## config.mk

```make
export PLATFORM = sky130hd
export DESIGN_NAME = mem_arbiter
export DESIGN_NICKNAME = d
export VERILOG_FILES = /design/src/rtl/mem_arbiter.sv
export SDC_FILE = /design/constraint.sdc
export NUM_CORES = 1
export LEC_CHECK = 0
export ABC_AREA = 1
export ABC_CLOCK_PERIOD_IN_PS = 1500
export BUFFER_PORTS_ARGS = -buffer_cell sky130_fd_sc_hd__buf_2
export CAP_MARGIN = 20
export CORE_UTILIZATION = 41
export CTS_BUF_LIST = sky130_fd_sc_hd__clkbuf_2 sky130_fd_sc_hd__clkbuf_4 sky130_fd_sc_hd__clkbuf_8
export DETAILED_ROUTE_END_ITERATION = 12
export GPL_TIMING_DRIVEN = 0
export MAX_ROUTING_LAYER = met4
export PLACE_DENSITY_LB_ADDON = 0.25
export SLEW_MARGIN = 20
export SYNTH_ARGS = -nofsm -noshare
export SYNTH_HDL_FRONTEND = slang
export SYNTH_SLANG_ARGS = --single-unit
```

## constraint.sdc

```tcl
create_clock -name clk -period 1.5 [get_ports clk]
set_input_delay 0 -clock clk [delete_from_list [all_inputs] [get_ports clk]]
set_output_delay 0 -clock clk [all_outputs]
set_load 0.05 [all_outputs]
```

## src/rtl/mem_arbiter.sv

```systemverilog
// mem_arbiter
// Arbitrates between the CPU and the VGA framebuffer fetcher for the shared
// main memory. Each transaction drives a single strobe cycle to Mem, waits
// the fixed memory latency, then returns read data with a one-cycle ack.
//
// Ports:
//   clk, rst                      clock, synchronous active-low reset
//   cpu_req/addr/wsize/wdata      CPU request (wsize 00 = read, else write size)
//   cpu_ack, cpu_rdata            CPU completion pulse and captured data
//   vga_req/addr/urgent           VGA read request and underflow hint
//   vga_ack, vga_rdata            VGA completion pulse and captured data
//   mem_read/write/addr/wdata     strobes and operands to Mem
//   mem_rdata                     data from Mem, valid MEM_LAT cycles after the strobe
//   busy                          high whenever the sequencer is not IDLE
//   owner                         last or current grant holder (0 CPU, 1 VGA)
module mem_arbiter #(
    parameter int MEM_LAT  = 2,
    parameter int MAX_WAIT = 4
) (
    input  logic        clk,
    input  logic        rst,
    input  logic        cpu_req,
    input  logic [31:0] cpu_addr,
    input  logic [1:0]  cpu_wsize,
    input  logic [31:0] cpu_wdata,
    output logic        cpu_ack,
    output logic [31:0] cpu_rdata,
    input  logic        vga_req,
    input  logic [31:0] vga_addr,
    input  logic        vga_urgent,
    output logic        vga_ack,
    output logic [31:0] vga_rdata,
    output logic        mem_read,
    output logic [1:0]  mem_write,
    output logic [31:0] mem_addr,
    output logic [31:0] mem_wdata,
    input  logic [31:0] mem_rdata,
    output logic        busy,
    output logic        owner
);

    localparam int LAT_W = (MEM_LAT > 1) ? $clog2(MEM_LAT) : 1;
    localparam int STV_W = $clog2(MAX_WAIT + 1);
    localparam logic [LAT_W-1:0] LAT_INIT = LAT_W'(MEM_LAT - 1);
    localparam logic [LAT_W-1:0] LAT_ONE  = LAT_W'(1);
    localparam logic [STV_W-1:0] STV_MAX  = STV_W'(MAX_WAIT);
    localparam logic [STV_W-1:0] STV_ONE  = STV_W'(1);

    typedef enum logic [1:0] {
        IDLE  = 2'd0,
        ISSUE = 2'd1,
        WAIT  = 2'd2,
        RESP  = 2'd3
    } state_t;

    state_t             state_r;
    state_t             next_state_s;
    logic               grant_s;
    logic               pick_vga_s;
    logic               lat_done_s;
    logic               grant_vga_r;
    logic [LAT_W-1:0]   lat_cnt_r;
    logic [STV_W-1:0]   starve_cnt_r;

    // Winner selection: starved CPU, then urgent VGA, then alternate on a tie.
    always_comb begin
        grant_s    = cpu_req | vga_req;
        pick_vga_s = 1'b0;
        if (cpu_req && (starve_cnt_r == STV_MAX)) begin
            pick_vga_s = 1'b0;
        end else if (vga_req && vga_urgent) begin
            pick_vga_s = 1'b1;
        end else if (cpu_req && vga_req) begin
            pick_vga_s = ~owner;
        end else begin
            // Only one requester (or none, which grant_s already masks).
            pick_vga_s = vga_req;
        end
    end

    // Next-state logic for the IDLE/ISSUE/WAIT/RESP sequencer.
    always_comb begin
        next_state_s = state_r;
        lat_done_s   = (lat_cnt_r == {LAT_W{1'b0}});
        case (state_r)
            IDLE: begin
                if (grant_s) begin
                    next_state_s = ISSUE;
                end else begin
                    next_state_s = IDLE;
                end
            end
            ISSUE: next_state_s = WAIT;
            WAIT: begin
                if (lat_done_s) begin
                    next_state_s = RESP;
                end else begin
                    next_state_s = WAIT;
                end
            end
            RESP:    next_state_s = IDLE;
            default: next_state_s = IDLE;
        endcase
    end

    // State register.
    always_ff @(posedge clk) begin
        if (!rst) begin
            state_r <= IDLE;
        end else begin
            state_r <= next_state_s;
        end
    end

    // Registered datapath: grant capture, memory strobes, latency count, acks.
    always_ff @(posedge clk) begin
        if (!rst) begin
            mem_read     <= 1'b0;
            mem_write    <= 2'b00;
            mem_addr     <= 32'h0000_0000;
            mem_wdata    <= 32'h0000_0000;
            cpu_ack      <= 1'b0;
            vga_ack      <= 1'b0;
            cpu_rdata    <= 32'h0000_0000;
            vga_rdata    <= 32'h0000_0000;
            busy         <= 1'b0;
            owner        <= 1'b1;
            grant_vga_r  <= 1'b0;
            lat_cnt_r    <= {LAT_W{1'b0}};
            starve_cnt_r <= {STV_W{1'b0}};
        end else begin
            // Strobes and acks are single-cycle pulses; default them low.
            mem_read  <= 1'b0;
            mem_write <= 2'b00;
            cpu_ack   <= 1'b0;
            vga_ack   <= 1'b0;
            busy      <= (next_state_s != IDLE);
            case (state_r)
                IDLE: begin
                    if (grant_s) begin
                        grant_vga_r <= pick_vga_s;
                        owner       <= pick_vga_s;
                        if (pick_vga_s) begin
                            mem_addr <= vga_addr;
                            mem_read <= 1'b1;
                            // Only count losses the CPU actually suffered.
                            if (cpu_req && (starve_cnt_r != STV_MAX)) begin
                                starve_cnt_r <= starve_cnt_r + STV_ONE;
                            end else begin
                                starve_cnt_r <= starve_cnt_r;
                            end
                        end else begin
                            mem_addr     <= cpu_addr;
                            starve_cnt_r <= {STV_W{1'b0}};
                            if (cpu_wsize == 2'b00) begin
                                mem_read <= 1'b1;
                            end else begin
                                // mem_wdata keeps its old value on reads.
                                mem_write <= cpu_wsize;
                                mem_wdata <= cpu_wdata;
                            end
                        end
                    end
                end
                ISSUE: begin
                    lat_cnt_r <= LAT_INIT;
                end
                WAIT: begin
                    if (lat_cnt_r == {LAT_W{1'b0}}) begin
                        // Capture even for writes; the ack carries whatever Mem returned.
                        if (grant_vga_r) begin
                            vga_rdata <= mem_rdata;
                            vga_ack   <= 1'b1;
                        end else begin
                            cpu_rdata <= mem_rdata;
                            cpu_ack   <= 1'b1;
                        end
                    end else begin
                        lat_cnt_r <= lat_cnt_r - LAT_ONE;
                    end
                end
                RESP: begin
                    lat_cnt_r <= lat_cnt_r;
                end
                default: begin
                    lat_cnt_r <= {LAT_W{1'b0}};
                end
            endcase
        end
    end

endmodule
```

After elaboration in Yosys (flattened, before gate mapping)
Cells that the tools add are included.
Storage, ports and cells
  output and inout port bits: 135
  logic and storage cells: 63
  flip-flop bits (word level): 142
  input bits: 135
Cells by class
  multiplexer cells: 15
  reductions and logical operators: 16
  add/subtract/negate cells: 2
  bitwise logic cells: 10
  equality and inequality tests: 6
Operators by type and width (count)
  $mux 32: 1
  $reduce_and 3->1: 4
  $mux 1: 10
  $not 1->1: 9
  $pmux 2 s4: 1
  $mux 3: 2
  $reduce_or 5->1: 1
  $eq 2x2->1 const B: 2
  $logic_and 1x1->1: 4
  $logic_not 2->1: 2
  $reduce_and 4->1: 1
  $reduce_bool 2->1: 2
  $add 3x1->3 const B: 1
  $eq 3x3->1 const B: 1
  $ne 3x3->1 const B: 1
  $reduce_or 3->1: 1
  $eq 2x1->1 const B: 1
  $ne 2x1->1 const B: 1
  $pmux 1 s2: 1
  $reduce_and 2->1: 1
  $or 1x1->1: 1
  $sub 1x1->1 const B: 1

Longest topological paths before layout
Gate-level depths: netlist of the first run.
  depth in word-level cells: 6
  mapped depth: 11
  mapped depth without buffers: 10

Least setup slack after synthesis of the first run
No wires, ideal clock.
  path type: reg2reg
  start: register owner
  end: register mem_addr[1]
  required time: 1382 ps
  setup slack: 2 ps
  setup time: 118 ps
  period minus slack after synthesis: 1498 ps
  cell stages (with the launch flop): 10
  buffers on the path: 2
  arrival: 1381 ps
  cells stage by stage: dfxtp_1 -> nand2_1 -> nand2_1 -> nand2_2 -> buf_6 -> buf_2 -> nand3_1 -> nand2_1 -> nor2_1 -> nor2_1
Between the ends
  longest elaborated chain between the ends: 5
Ends and longest elaborated chain
  start: declaration: RTL line 39  | output logic owner
  start signal: assignment: RTL line 142  | owner <= pick_vga_s;
  $not 1->1: RTL line 74  | pick_vga_s = ~owner;
  $mux 1: RTL line 73  | end else if (cpu_req && vga_req) begin
  $mux 1: RTL line 71  | end else if (vga_req && vga_urgent) begin
  $mux 1: RTL line 69  | if (cpu_req && (starve_cnt_r == STV_MAX)) begin
  $mux 32: RTL line 143  | if (pick_vga_s) begin
  end signal: assignment: RTL line 144  | mem_addr <= vga_addr;
  end signal: assignment: RTL line 153  | mem_addr <= cpu_addr;
  end: declaration: RTL line 35  | output logic [31:0] mem_addr,
Every way passes these cells.
A chain may end at the register's enable or synchronous reset.

Final worst setup path of the first run
  start: register starve_cnt_r[1]
  end: register mem_addr[27]
Between the ends
  longest elaborated chain between the ends: 4
Ends and longest elaborated chain
  start: declaration: RTL line 63  | logic [STV_W-1:0] starve_cnt_r;
  start signal: assignment: RTL line 130  | starve_cnt_r <= {STV_W{1'b0}};
  start signal: assignment: RTL line 148  | starve_cnt_r <= starve_cnt_r + STV_ONE;
  start signal: assignment: RTL line 150  | starve_cnt_r <= starve_cnt_r;
  $eq 3x3->1: RTL line 69
  $logic_and 1x1->1: RTL line 69
  $mux 1: RTL line 69
  $mux 32: RTL line 143
Every way passes these cells.

==> results.json, run 1 <==
{
  "synth_area_leaders": "dfxtp_1 47%, nand2_1 8.7%, nor2_1 8.5%",
  "via_per_inst": 4.810,
  "slew_violations": 0,
  "cpPeakStageDelay_ns": 0.33,
  "worstHoldPathCells": 6,
  "antenna_found_initial": 0,
  "dieArea_um2": 15310,
  "holdCritPathClass": "in -> reg",
  "fillerInstances": 1250,
  "setup_viol": 0,
  "place.gp.congestion": 0.8268,
  "num_antenna_cells": 0,
  "ir_drop_mv": 0.6407,
  "syn_nets": 980,
  "cts.sinks": 142,
  "htree_levels": 4,
  "status": "complete, no violations",
  "boundaryPins": 270,
  "ys_ff_latch": 142,
  "path_clk_slew_ns": 0.08,
  "ant_nets": 0,
  "p_seq_share_pct": 37.0,
  "drive_gt1_share_pct": 29.24,
  "drt_first_pass_iters": 5,
  "finalCriticalPeriod_ns": 1.459,
  "numPortBuffers": 268,
  "internal_power_uw": 7293,
  "maxSlewHeadroom_pct": 61.90,
  "hold_viol_final": 0,
  "crit_fanout": 7,
  "p_leak_uw": 0.005023,
  "worst_r2r_path_depth": 11,
  "combPwrFrac_pct": 37.8,
  "overflow": 0,
  "first_iter_violations": 409,
  "p_per_area_nw_per_um2": 1269,
  "fin_tns_setup_ns": 0,
  "fin_crit_sh_pct": 97.29,
  "path_cells": "inv_2 -> ha_4 -> nand2_4 -> nand2_4 -> nand2_8 -> buf_12 -> buf_8 -> nand3_2 -> nand2_2 -> nor2_2 -> nor2_1",
  "die_w_um": 123.7,
  "ys.flop_type": "dfxtp_1",
  "synth_area_um2": 6075,
  "final_core_util_pct": 66.71,
  "yosysTopAreaCell": "dfxtp_1",
  "crit_arrival_ns": 1.80,
  "die_h_um": 123.7,
  "hpwl_mm": 12.65,
  "cp-start-kind": "flop",
  "ys_warn_count": 0,
  "tightest_slew_ns": 0.5715,
  "start_util_pct": 41.95,
  "drcViolationCount": 0,
  "syn_area_per_cell_um2": 7.232,
  "finalNetCount": 1406,
  "cts_tree": "done",
  "drv.max_cap_violation_count": 0,
  "fmax_mhz": 685.2,
  "avgRoutedWirePerCell_um": 14.03,
  "synth_top_area_share_pct": 46.80,
  "root_buffer": "clkbuf_8",
  "crit_slowest_cell": "dfxtp_2",
  "ys_seq_area_share_pct": 46.80,
  "yosysUniqueCellTypes": 25,
  "syn2layout_area_growth_pct": 59.01,
  "crit_required_ns": 1.84,
  "critical_path.most_common_cell": "nand2_4",
  "async_reset_ff_share_pct": 0,
  "syn_inst": 840,
  "p_sw_share_pct": 40.52,
  "power_frac_clock_pct": 25.2,
  "routed_wl_mm": 20.52,
  "cts_made_buffers": 17,
  "grt_usage_pct": 26.22,
  "insertion_delay_ns": 0.44,
  "crit_type": "reg -> reg",
  "switchingPower_uw": 4968,
  "synth_commonest_cells": "142 x dfxtp_1, 140 x nand2_1, 138 x nor2_1",
  "skew_ns": 0.01501,
  "synth-edff-count": 0,
  "yosysMostFrequentCell": "dfxtp_1",
  "cp-end-kind": "flop",
  "clockBufferDepth": 2,
  "total_power_uw": 12260,
  "grt_pass1_vias": 6391,
  "dr_total_vias": 7037,
  "grt_pass1_wl_mm": 30.10,
  "grt_max_degree": 17,
  "core-area_um2": 14480,
  "rows": 44
}
power groups by stage:
stage	clock, uW	sequential, uW	combinational, uW
after global placement	0	4600	4090
after global routing	3330	4600	4980
after floorplan	0	6290	1380
after detailed placement	0	4610	4120
final	3090	4530	4640
after CTS	3150	4530	4420
registers in the layout, summed over array words and instances, names as in the netlist:
signal / cells
cpu_rdata: 32
state_r: 2
grant_vga_r: 1
mem_read: 1
mem_addr: 32
mem_write: 2
busy: 1
lat_cnt_r: 1
mem_wdata: 32
owner: 1
starve_cnt_r: 3
vga_rdata: 32
cpu_ack: 1
vga_ack: 1
through the flow:
stage                     instance area [um2]  hold slack (ns)  std cells  setup slack [ns]
after global placement                   7646           0.2355       1292           -0.1203
after global routing                     9659          0.06909       1463          -0.03974
final                                    9659          0.05786       1463           0.04067
after detailed placement                 7646           0.2374       1292           -0.1272
after floorplan                          6075           0.1336        840          0.001855
after CTS                                9418          0.04885       1458         -0.002790
cell usage in the layout (no fill, tap or decap), types with 3 or more instances in the layout:
cell type      instances
buf_2                277
dfxtp_1              140
nand2_1              136
nor2_1               135
dlygate4sd3_1        134
inv_1                103
o21ai_0               90
a21oi_1               37
nand4_1               32
nand3_1               31
a21boi_1              23
clkbuf_1              20
clkbuf_8              18
buf_6                 11
clkbuf_4              10
o21ai_1               10
a21boi_0               9
inv_2                  6
clkbuf_2               6
nand2_4                4
buf_4                  4
clkinv_2               4
nand2_2                3
inv_6                  3
buf_8                  3
nand3_2                3
nor2_2                 3
clkbuf_16              3
worst paths after layout:
kind | from | end | slack [ns]
setup reg to reg | starve_cnt_r[1] | mem_addr[27] | 0.04
hold reg to reg | vga_rdata[0] | vga_rdata[0] | 0.44
hold / removal | cpu_req | mem_wdata[0] | 0.06
setup / recovery | starve_cnt_r[1] | mem_addr[27] | 0.04
critical path: cells and delay by family, from the launching register on:
| kind | cells | cell delay (ns) |
|---|---|---|
| and+or+nand+nor | 7 | 0.54 |
| buffers and inverters | 3 | 0.35 |
| DFF | 1 | 0.33 |
| adders and majority gates | 1 | 0.14 |
area by class of cell:
type,instances,area [um2],area share (%)
plain buffers,61,417.9,4.326
clock buffers,20,262.8,2.720
clock inverters,12,133.9,1.386
inverters,110,417.9,4.326
multi-input cells,527,2579,26.70
flip-flops and latches,142,2845,29.46
well taps,184,230.2,2.383
repair buffers,407,2773,28.70
per-layer routing:
layer / wire [um] / part of all wire, % / vias up / GRT usage, %
met5: 0 / 0 / - / -
met4: 788 / 3.8 / 0 / 14.08
met3: 1379 / 6.7 / 77 / 6.456
met2: 10050 / 49 / 296 / 43.06
met1: 8300 / 40 / 3157 / 29.28
li1: - / - / 3507 / -
kinds of logic after synthesis:
logic type,after synthesis,share of synthesized area (%)
adder cells (fa/ha/maj),5,1.030
buffers and inverters,171,12.28
AND/OR/NAND/NOR,350,24.24
XOR/XNOR,2,0.2884
AO/OA/AOI/OAI,170,15.37
flip-flops,142,46.80
repair_timing:
item,in CTS,in global routing
pin swaps,0,14
setup endpoints to repair,88,122
hold endpoints to repair,135,0
resized for setup,15,73
cloned,0,3
buffers inserted,0,2
hold buffers,134,0
(Power assumes the default switching activity.)
==> run 2, diff against run 1 <==
--- a/config.mk
+++ b/config.mk
@@ -9,10 +9,11 @@
 export ABC_CLOCK_PERIOD_IN_PS = 1500
 export BUFFER_PORTS_ARGS = -buffer_cell sky130_fd_sc_hd__buf_2
 export CAP_MARGIN = 20
-export CORE_UTILIZATION = 41
+export CELL_PAD_IN_SITES_DETAIL_PLACEMENT = 0
+export CELL_PAD_IN_SITES_GLOBAL_PLACEMENT = 1
+export CORE_UTILIZATION = 33
 export CTS_BUF_LIST = sky130_fd_sc_hd__clkbuf_2 sky130_fd_sc_hd__clkbuf_4 sky130_fd_sc_hd__clkbuf_8
 export DETAILED_ROUTE_END_ITERATION = 12
-export GPL_TIMING_DRIVEN = 0
 export MAX_ROUTING_LAYER = met4
 export PLACE_DENSITY_LB_ADDON = 0.25
 export SLEW_MARGIN = 20
==> run 2 against run 1 <==
Total power up 0.34%. Setup slack worse by 0.040 ns. Critical path depth down 1. Cell count up 0.75%. Clock power up 5%. Die area up 24%. Core utilization down 13 points. Via count down 6.2%. Sequential power about the same. Non-clock buffer count down 34.
==> results.json, run 2 (synthesized netlist as in run 1, its figures left out) <==
{
  "status": "complete, no violations",
  "maxSlewHeadroom_pct": 65.36,
  "cp-start-kind": "flop",
  "cp-end-kind": "flop",
  "crit_required_ns": 1.88,
  "cts_tree": "done",
  "crit_slowest_cell": "dfxtp_2",
  "numPortBuffers": 269,
  "final_common_cell": "buf_2",
  "mostFrequentLayoutCells": "268 x buf_2, 140 x dfxtp_1, 137 x nor2_1",
  "critical_path.most_common_cell": "nand2_4",
  "path_cells": "inv_1 -> ha_1 -> nand2_1 -> nand2_2 -> nand2_4 -> nand2_4 -> nand3_4 -> clkbuf_16 -> buf_4 -> nor2_2",
  "ff2ff_setup_slack_ns": 0.0003,
  "hpwl_mm": 11.68,
  "first_iter_violations": 177,
  "holdCritPathClass": "in -> reg",
  "dp.cells": 1302,
  "rows": 49,
  "hold_viol_final": 0,
  "root_buffer": "clkbuf_8",
  "setup_viol": 0,
  "boundaryPins": 270,
  "p_per_area_nw_per_um2": 1282,
  "place.gp.congestion": 0.7531,
  "crit_fanout": 8,
  "rr_startpoint": "starve_cnt_r[1]",
  "dieArea_um2": 18950,
  "stdcell_count": 1474,
  "grt_max_degree": 132,
  "core-area_um2": 18020,
  "start_util_pct": 33.70,
  "syn2layout_area_growth_pct": 58.00,
  "drive_gt1_share_pct": 28.30,
  "finalNetCount": 1372,
  "fillerInstances": 1828,
  "insertion_delay_ns": 0.44,
  "via_per_inst": 4.477,
  "drt_first_pass_iters": 4,
  "worstReg2RegEnd": "mem_write[0]",
  "antenna_found_initial": 1,
  "slew_violations": 0,
  "path_clk_slew_ns": 0.08,
  "htree_levels": 4,
  "tightest_slew_ns": 0.5195,
  "worstHoldPathCells": 8,
  "grt_pass1_vias": 6064,
  "clockBufferDepth": 2,
  "finalCriticalPeriod_ns": 1.500,
  "die_h_um": 137.7,
  "grt_usage_pct": 19.81,
  "fin_crit_sh_pct": 99.98,
  "dr_total_vias": 6599,
  "p_leak_uw": 0.004961,
  "total_power_uw": 12300,
  "avgRoutedWirePerCell_um": 12.57,
  "drv.max_cap_violation_count": 0,
  "min_from": "vga_urgent",
  "die_w_um": 137.7,
  "min_to": "owner",
  "fin_tns_setup_ns": 0,
  "ant_nets": 0,
  "rsz0062_at_grt": "yes",
  "fmax_mhz": 666.8,
  "cpPeakStageDelay_ns": 0.32,
  "routed_wl_mm": 18.53,
  "worst_r2r_path_depth": 10,
  "skew_ns": 0.01462,
  "crit_arrival_ns": 1.88,
  "grt_pass1_wl_mm": 28.95,
  "overflow": 0,
  "final_core_util_pct": 53.25,
  "cts.sinks": 142,
  "cts_made_buffers": 17,
  "crit_type": "reg -> reg",
  "drcViolationCount": 0,
  "ir_drop_mv": 0.6822
}
run 2: per-stage QoR:
| step | hold WS (ns) | setup slack (ns) | instance area [um2] |
|---|---|---|---|
| finish | 0.1871 | 0.0003013 | 9598 |
| CTS | 0.04732 | 0.004231 | 9463 |
| detailed placement | 0.2444 | 0.01417 | 7710 |
| floorplan | 0.1336 | 0.001855 | 6075 |
| global route | 0.2330 | -0.08326 | 9598 |
| global placement | 0.2379 | 0.06079 | 7710 |
run 2: critical path, delay by kind of cell, from the launching register on:
| kind | cells | cell delay [ns] |
|---|---|---|
| adders and majority gates | 1 | 0.16 |
| DFF | 1 | 0.32 |
| buffers and inverters | 3 | 0.41 |
| and+or+nand+nor | 6 | 0.56 |
run 2: where the power goes:
| group | internal, uW | total, uW | switching (uW) |
|---|---|---|---|
| sequential | 4290 | 4520 | 227 |
| clock | 1690 | 3250 | 1560 |
| combinational | 1420 | 4530 | 3110 |
run 2: worst max-delay path by stage:
stage | startpoint | endpoint | slack, ns | cells past startpoint
after floorplan | owner | mem_addr[1] | 0.002 | 9
after global placement | state_r[0] | starve_cnt_r[0] | 0.06 | 6
after detailed placement | starve_cnt_r[1] | mem_wdata[22] | 0.01 | 11
after CTS | starve_cnt_r[0] | mem_wdata[22] | 0.004 | 11
after global routing | starve_cnt_r[1] | mem_write[0] | -0.08 | 10
final | starve_cnt_r[1] | mem_write[0] | 0.0003 | 10
run 2: cell type report:
type | instances | area, um2 | share of cell area (%)
clock inverter | 13 | 163.9 | 1.708
tap | 229 | 286.5 | 2.985
clock buffer | 18 | 247.7 | 2.581
timing repair buffer | 434 | 3103 | 32.33
inverter | 110 | 415.4 | 4.328
sequential | 142 | 2845 | 29.64
antenna | 1 | 2.502 | 0.02607
multi-input combinational | 527 | 2534 | 26.40
run 2: per-layer routing:
metal  vias up  global-route usage (%)  wire, um
li1       3440                       -         -
met3        21                   4.599      1134
met2       196                   32.38      8610
met5         -                       -         0
met1      2942                   23.79      8459
met4         0                   6.777       324
run 2: what timing repair did:
action                     in CTS  in global routing
hold buffers                  134                  0
hold endpoints to repair      136                  0
resized for setup               0                 18
buffers inserted                0                  4
setup endpoints to repair       0                 68
